`src/rtl/lfsr_req_arbiter_if.sv`:
```
// Request/grant/delivery bundle between lfsr_req_arbiter and its requesters.
// master: requester side; slave: arbiter side.
interface lfsr_req_arbiter_if #(
    parameter int unsigned NREQ = 4
);
    localparam int unsigned IW = $clog2(NREQ);

    logic [NREQ-1:0] req;
    logic [NREQ-1:0] gnt;
    logic [15:0]     rdata;
    logic [IW-1:0]   rid;
    logic            rvalid;

    modport master (output req, input gnt, input rdata, input rid, input rvalid);
    modport slave  (input req, output gnt, output rdata, output rid, output rvalid);
endinterface

```
`src/rtl/lfsr_req_arbiter.sv`:
```
// Round-robin arbiter sharing one lfsr_16 among NREQ requesters; each grant gets STEPS fresh advances.
// Optional zero-word guard with reseed: define LFSR_ARB_ZERO_GUARD_EN.
module lfsr_req_arbiter #(
    parameter int unsigned NREQ  = 4,
    parameter int unsigned STEPS = 16
) (
    input  logic               clk,
    input  logic               reset,
    lfsr_req_arbiter_if.slave  bus,
    output logic               busy,
    output logic               zero_err,
    output logic               lfsr_en,
    output logic               lfsr_rst_n,
    input  logic [15:0]        lfsr_in
);
    localparam int unsigned IW = $clog2(NREQ);
    localparam int unsigned CW = 8;
    localparam logic [CW-1:0] STEPS_LD = CW'(STEPS);

`ifdef LFSR_ARB_ZERO_GUARD_EN
    typedef enum logic [1:0] {IDLE, STEP, CAPTURE, RESEED} state_t;
`else
    typedef enum logic [1:0] {IDLE, STEP, CAPTURE} state_t;
`endif

    state_t          state;
    logic [NREQ-1:0] gnt;
    logic [15:0]     rdata;
    logic [IW-1:0]   rid;
    logic            rvalid;
    logic [IW-1:0]   ptr;
    logic [CW-1:0]   cnt;
    logic            found;
    logic [IW-1:0]   win;
    logic [IW-1:0]   idx;

    // First requester above the last winner, wrapping at NREQ-1.
    always_comb begin
        found = 1'b0;
        win   = ptr;
        idx   = ptr;
        for (int unsigned i = 1; i <= NREQ; i++) begin
            idx = IW'((32'(ptr) + i) % NREQ);
            if (!found && bus.req[idx]) begin
                found = 1'b1;
                win   = idx;
            end
        end
    end

    assign busy    = (state != IDLE);
    assign lfsr_en = (state == STEP);

`ifdef LFSR_ARB_ZERO_GUARD_EN
    logic zero_err_q;
    assign zero_err = zero_err_q;
`else
    assign zero_err = 1'b0;
`endif

    always_ff @(posedge clk) begin
        if (reset) begin
            state      <= IDLE;
            gnt        <= '0;
            rdata      <= '0;
            rid        <= '0;
            rvalid     <= 1'b0;
            lfsr_rst_n <= 1'b0;
            ptr        <= IW'(NREQ - 1);
            cnt        <= '0;
`ifdef LFSR_ARB_ZERO_GUARD_EN
            zero_err_q <= 1'b0;
`endif
        end else begin
            rvalid     <= 1'b0;
            lfsr_rst_n <= 1'b1;
`ifdef LFSR_ARB_ZERO_GUARD_EN
            zero_err_q <= 1'b0;
`endif
            case (state)
                IDLE: begin
                    if (found) begin
                        gnt   <= NREQ'(1) << win;
                        ptr   <= win;
                        cnt   <= STEPS_LD;
                        state <= STEP;
                    end
                end
                STEP: begin
                    cnt <= cnt - CW'(1);
                    if (cnt == CW'(1)) begin
                        state <= CAPTURE;
                    end
                end
                CAPTURE: begin
`ifdef LFSR_ARB_ZERO_GUARD_EN
                    // Locked-up generator: reseed and rerun the service instead of delivering zero.
                    if (lfsr_in == 16'h0000) begin
                        lfsr_rst_n <= 1'b0;
                        zero_err_q <= 1'b1;
                        state      <= RESEED;
                    end else
`endif
                    begin
                        rdata  <= lfsr_in;
                        rid    <= ptr;
                        rvalid <= 1'b1;
                        gnt    <= '0;
                        state  <= IDLE;
                    end
                end
`ifdef LFSR_ARB_ZERO_GUARD_EN
                RESEED: begin
                    cnt   <= STEPS_LD;
                    state <= STEP;
                end
`endif
                default: begin
                    state <= IDLE;
                end
            endcase
        end
    end

    assign bus.gnt    = gnt;
    assign bus.rdata  = rdata;
    assign bus.rid    = rid;
    assign bus.rvalid = rvalid;
endmodule
```
`src/flat_wrapper.sv`:
```
// flat-port wrapper written by rule: the top's interface ports become plain ports
module lfsr_req_arbiter_flat 
#(
    parameter int unsigned NREQ  = 4,
    parameter int unsigned STEPS = 16
)
  (clk, reset, busy, zero_err, lfsr_en, lfsr_rst_n, lfsr_in, bus_req, bus_gnt, bus_rdata, bus_rid, bus_rvalid);
  lfsr_req_arbiter_if #(.NREQ(NREQ)) bus_i ();
  input  logic clk;
  input  logic reset;
  output logic busy;
  output logic zero_err;
  output logic lfsr_en;
  output logic lfsr_rst_n;
  input  logic [15:0] lfsr_in;
  input wire logic [$bits(bus_i.req)-1:0] bus_req;
  output wire logic [$bits(bus_i.gnt)-1:0] bus_gnt;
  output wire logic [$bits(bus_i.rdata)-1:0] bus_rdata;
  output wire logic [$bits(bus_i.rid)-1:0] bus_rid;
  output wire logic [$bits(bus_i.rvalid)-1:0] bus_rvalid;
  assign bus_i.req = bus_req;
  assign bus_gnt = bus_i.gnt;
  assign bus_rdata = bus_i.rdata;
  assign bus_rid = bus_i.rid;
  assign bus_rvalid = bus_i.rvalid;
  lfsr_req_arbiter #(.NREQ(NREQ), .STEPS(STEPS)) u_core (.clk(clk), .reset(reset), .bus(bus_i), .busy(busy), .zero_err(zero_err), .lfsr_en(lfsr_en), .lfsr_rst_n(lfsr_rst_n), .lfsr_in(lfsr_in));
endmodule
```
`config.mk`:
```
export PLATFORM = sky130hd
export DESIGN_NAME = lfsr_req_arbiter_flat
export DESIGN_NICKNAME = d
export VERILOG_FILES = /design/src/rtl/lfsr_req_arbiter_if.sv /design/src/rtl/lfsr_req_arbiter.sv /design/src/flat_wrapper.sv
export SDC_FILE = /design/constraint.sdc
export NUM_CORES = 1
export LEC_CHECK = 0
export ABC_AREA = 1
export BUFFER_PORTS_ARGS = -buffer_cell sky130_fd_sc_hd__buf_2
export CORE_ASPECT_RATIO = 1.4
export CORE_UTILIZATION = 55
export DETAILED_ROUTE_END_ITERATION = 12
export HOLD_SLACK_MARGIN = 0.05
export PLACE_DENSITY_LB_ADDON = 0.05
export SLEW_MARGIN = 5
export SYNTH_ARGS = -nofsm -noshare
export SYNTH_HDL_FRONTEND = slang
export SYNTH_SLANG_ARGS = --single-unit
```
`constraint.sdc`:
```
create_clock -name clk -period 4.2 [get_ports clk]
set_clock_uncertainty 0.1 [all_clocks]
set_input_delay 0.63 -clock clk [delete_from_list [all_inputs] [get_ports clk]]
set_output_delay 0.63 -clock clk [all_outputs]
set_load 0.02 [all_outputs]
```
==> parameters.txt <==
Parameter                              Value

Timing
  Relative slew slack    0.522
  Final min period    about 2000 ps
  Final hold viol count    0
  Slew Viols, Final    0
  Unrepaired setup endpoints after global routing    false
  Top achievable clock speed    493 MHz
  Measured slew at the worst slew-check pin    715 ps
  Total negative setup slack    0 ps
  Number of setup violations in the final report    0
  Part of the cycle the worst path needs    0.483

Final layout
  Layout Area Growth over Synthesis    16.3%
  Final layout net count    about 320
  Post-route standard cell area excluding fillers    approximately 2100 sq um
  Share of cells above drive strength 1    0.278
  Post-layout utilization of the core    0.668
  Antenna Diode Count    0

Setup path
  Critical path data required time    4290 ps
  Worst Setup Path Type    reg2reg
  Most frequent CP cell    nand2_4
  Category of the worst setup path capture point    flop
  Maximum fanout encountered on the critical timing path    14
  Critical path cell sequence    inv_2 -> nand2_1 -> nand2_2 -> nand2_4 -> nand2_4 -> nor2_4 -> nand3_2 -> nand2_4 -> nand2_2 -> o21ai_0 -> inv_1
  Critical Path Start Type    flop
  Slowest cell on the critical path    dfxtp_1
  Largest stage delay, worst path    around 580 ps
  Source of the worst register-to-register timing path    u_core.ptr[0]$_SDFFE_PP1P_
  Arrival time worst endpoint    2120 ps
  Critical path origin    u_core.ptr[0]$_SDFFE_PP1P_

Synth
  Largest cells by area after synthesis    dfxtp_1 (40%), nand2_1 (11%), nor2_1 (9.6%)
  Synthesized instance count    about 250
  Synth area leader    dfxtp_1
  Synth cell types    27
  Area share of the largest cell type after synthesis    0.402
  Number of enable-type register cells in the synthesized netlist    0
  Count of warnings emitted by yosys    0
  Fraction of registers with async set/reset    0
  #FFs+latches synth    36
  Netlist area before placement    1790 sq um
  Post-synthesis net count    275
  Most common flop cell mapped by yosys    dfxtp_1
  Post-synthesis average cell area    about 7 sq um
  Sequential fraction of the synthesis area    0.402

Die
  Initial cell density of the core    0.574
  Placement row count    24
  Height of the chip    69.6 um
  Horizontal die dimension    50.3 um
  Core Box Area    3120 sq um
  Boundary Pins    49
  Floorplan die area    3500 sq um

Pwr
  Clock share of power    0.179
  Power per cell area    approximately 650 nW/um^2
  Net switching power figure    around 620 uW
  Part of the total power dissipated in sequential elements    0.339
  Static power due to leakage    around 1.0 nW
  Total Power    1.36 mW
  VDD IR-drop max    between 0.0005 and 0.0006 V
  Share of total power in combinational logic    0.482
  Net switching share of the total power    0.455
  Internal power    744 uW

Global routing
  Maximum number of pins on one net before global-route repair    25
  Global-route total usage across every layer    0.234
  Remaining global-route overflow    0
  First-pass GRT wire length    6280 um
  Number of antenna violations at the first check in global routing    0
  Via count of the first global-routing pass    1449

Outcome
  Status    completed

Clocking
  Hold-fix buffer count after cts    0
  Total clock buffers created by CTS    5
  Clk_lat worst skew    290 ps
  Clock tree root buffer cell    clkbuf_8
  Number of H-tree levels    2
  TritonCTS clock tree    yes
  Postcts setup bufs    0
  Max clock buf depth    2
  Number of gates resized after cts    0
  Clock slew seen by the registers of the worst setup and hold paths    70 ps
  Total clock sinks    36

Drt
  Average wire per standard cell    11.0 um
  Vias per inst    4.89
  Final ANT Viol Nets    0
  Aggregate routed wire length    3670 um
  Vias    1633
  First DRT Iteration DRCs    27
  First-pass DRT Iterations    4
  Detailed-route DRC error count    0

Min path
  Worst min-delay path category    reg2reg
  Hold path startpoint    u_core.bus.rdata[11]$_SDFFE_PP0P_

Placement
  Number of input and output port buffers inserted    47
  Global placement routability congestion    0.802
  Placed wire-length estimate    2660 um
  Placed cell areas    2000 sq um

Flow run
  Max-Cap Viols    0
## per-layer routing
metal | share of wire | GRT usage | wire length, um | up-vias
li1 | - | - | - | 888
met1 | 0.44 | 0.278 | 1630 | 710
met2 | 0.50 | 0.391 | 1840 | 30
met3 | 0.038 | 0.0592 | 141 | 5
met4 | 0.015 | 0.0952 | 56 | 0
met5 | 0 | 0 | 0 | -
## sequential cells by signal, indices dropped and copies added, names as in the netlist
| name | count |
|---|---|
| u_core.state | 2 |
| u_core.bus.rdata | 16 |
| u_core.bus.rid | 2 |
| u_core.cnt | 8 |
| u_core.bus.rvalid | 1 |
| u_core.ptr | 2 |
| u_core.lfsr_rst_n | 1 |
| u_core.bus.gnt | 4 |
## cells by family after synthesis
group / Yosys count / synth area share
AOI/OAI and AO/OA: 48 / 0.146
buffers and inverters: 31 / 0.0858
and+or+nand+nor: 133 / 0.350
adders and majority gates: 2 / 0.0140
DFF: 36 / 0.402
other: 1 / 0.00209
## cell usage in the layout, fill, tap and decap left out
| master | Yosys | layout |
|---|---|---|
| a21oi_1 | 13 | 13 |
| a21oi_2 | 4 | 4 |
| a31oi_1 | 2 | 2 |
| buf_2 | 0 | 47 |
| clkbuf_1 | 5 | 2 |
| clkbuf_8 | 0 | 5 |
| clkinv_4 | 0 | 1 |
| conb_1 | 1 | 1 |
| dfxtp_1 | 36 | 36 |
| ha_1 | 2 | 2 |
| inv_1 | 16 | 16 |
| inv_2 | 3 | 3 |
| inv_4 | 1 | 1 |
| nand2_1 | 51 | 51 |
| nand2_2 | 6 | 6 |
| nand2_4 | 6 | 6 |
| nand3_1 | 13 | 13 |
| nand3_2 | 6 | 6 |
| nor2_1 | 46 | 46 |
| nor2_2 | 2 | 2 |
| nor2_4 | 1 | 1 |
| nor3_1 | 2 | 2 |
| o21ai_0 | 26 | 26 |
| o21ai_1 | 1 | 1 |
| o21bai_1 | 1 | 1 |
| o22ai_1 | 1 | 1 |
## final cells by class
class | instances | area [sq um]
fill | 302 | 1040
clock buffer | 7 | 76.3
clock inverter | 1 | 8.76
timing repair buffer | 47 | 235
tap | 39 | 48.8
inverter | 20 | 77.6
multi-input combinational | 184 | 918
sequential | 36 | 721
## cell usage after synthesis, types with 2 or more instances
cell type / number
a21oi_1: 13
a21oi_2: 4
a31oi_1: 2
buf_1: 2
buf_6: 2
clkbuf_1: 5
dfxtp_1: 36
ha_1: 2
inv_1: 16
inv_2: 3
nand2_1: 51
nand2_2: 6
nand2_4: 6
nand3_1: 13
nand3_2: 6
nor2_1: 46
nor2_2: 2
nor3_1: 2
o21ai_0: 26
## power by group through the flow
stage          clock, mW  sequential (mW)  combinational, mW
3_5_place_dp           0            0.471              0.660
2_1_floorplan          0            0.482              0.545
5_1_grt            0.264            0.472              0.752
4_1_cts            0.249            0.463              0.662
6_report           0.244            0.463              0.658
3_3_place_gp           0            0.469              0.655
## worst max-delay path: cells and delay by family (launching register included)
kind / cells / cell delay, ps
compound gates: 1 / 160
simple gates: 8 / 840
flops: 1 / 580
buf+inv: 2 / 240
## path summary, 6_finish.rpt
path / endpoint / slack (ps) / cells after the start
worst max-delay path: u_core.cnt[4]$_SDFFE_PP0P_ / 2170 / 11
worst min-delay path: u_core.bus.rdata[11]$_SDFFE_PP0P_ / 380 / 2
worst max register to register: u_core.cnt[4]$_SDFFE_PP0P_ / 2170 / 11
worst min register to register: u_core.bus.rdata[11]$_SDFFE_PP0P_ / 380 / 2
## through the flow
step | hold slack (ps) | cells | setup WS (ps)
finish | 380 | 334 | 2170
floorplan | 354 | 251 | 2520
global route | 396 | 334 | 2000
detailed placement | 365 | 326 | 2190
global placement | 358 | 326 | 2200
CTS | 385 | 334 | 2180
(Power assumes the default switching activity.)
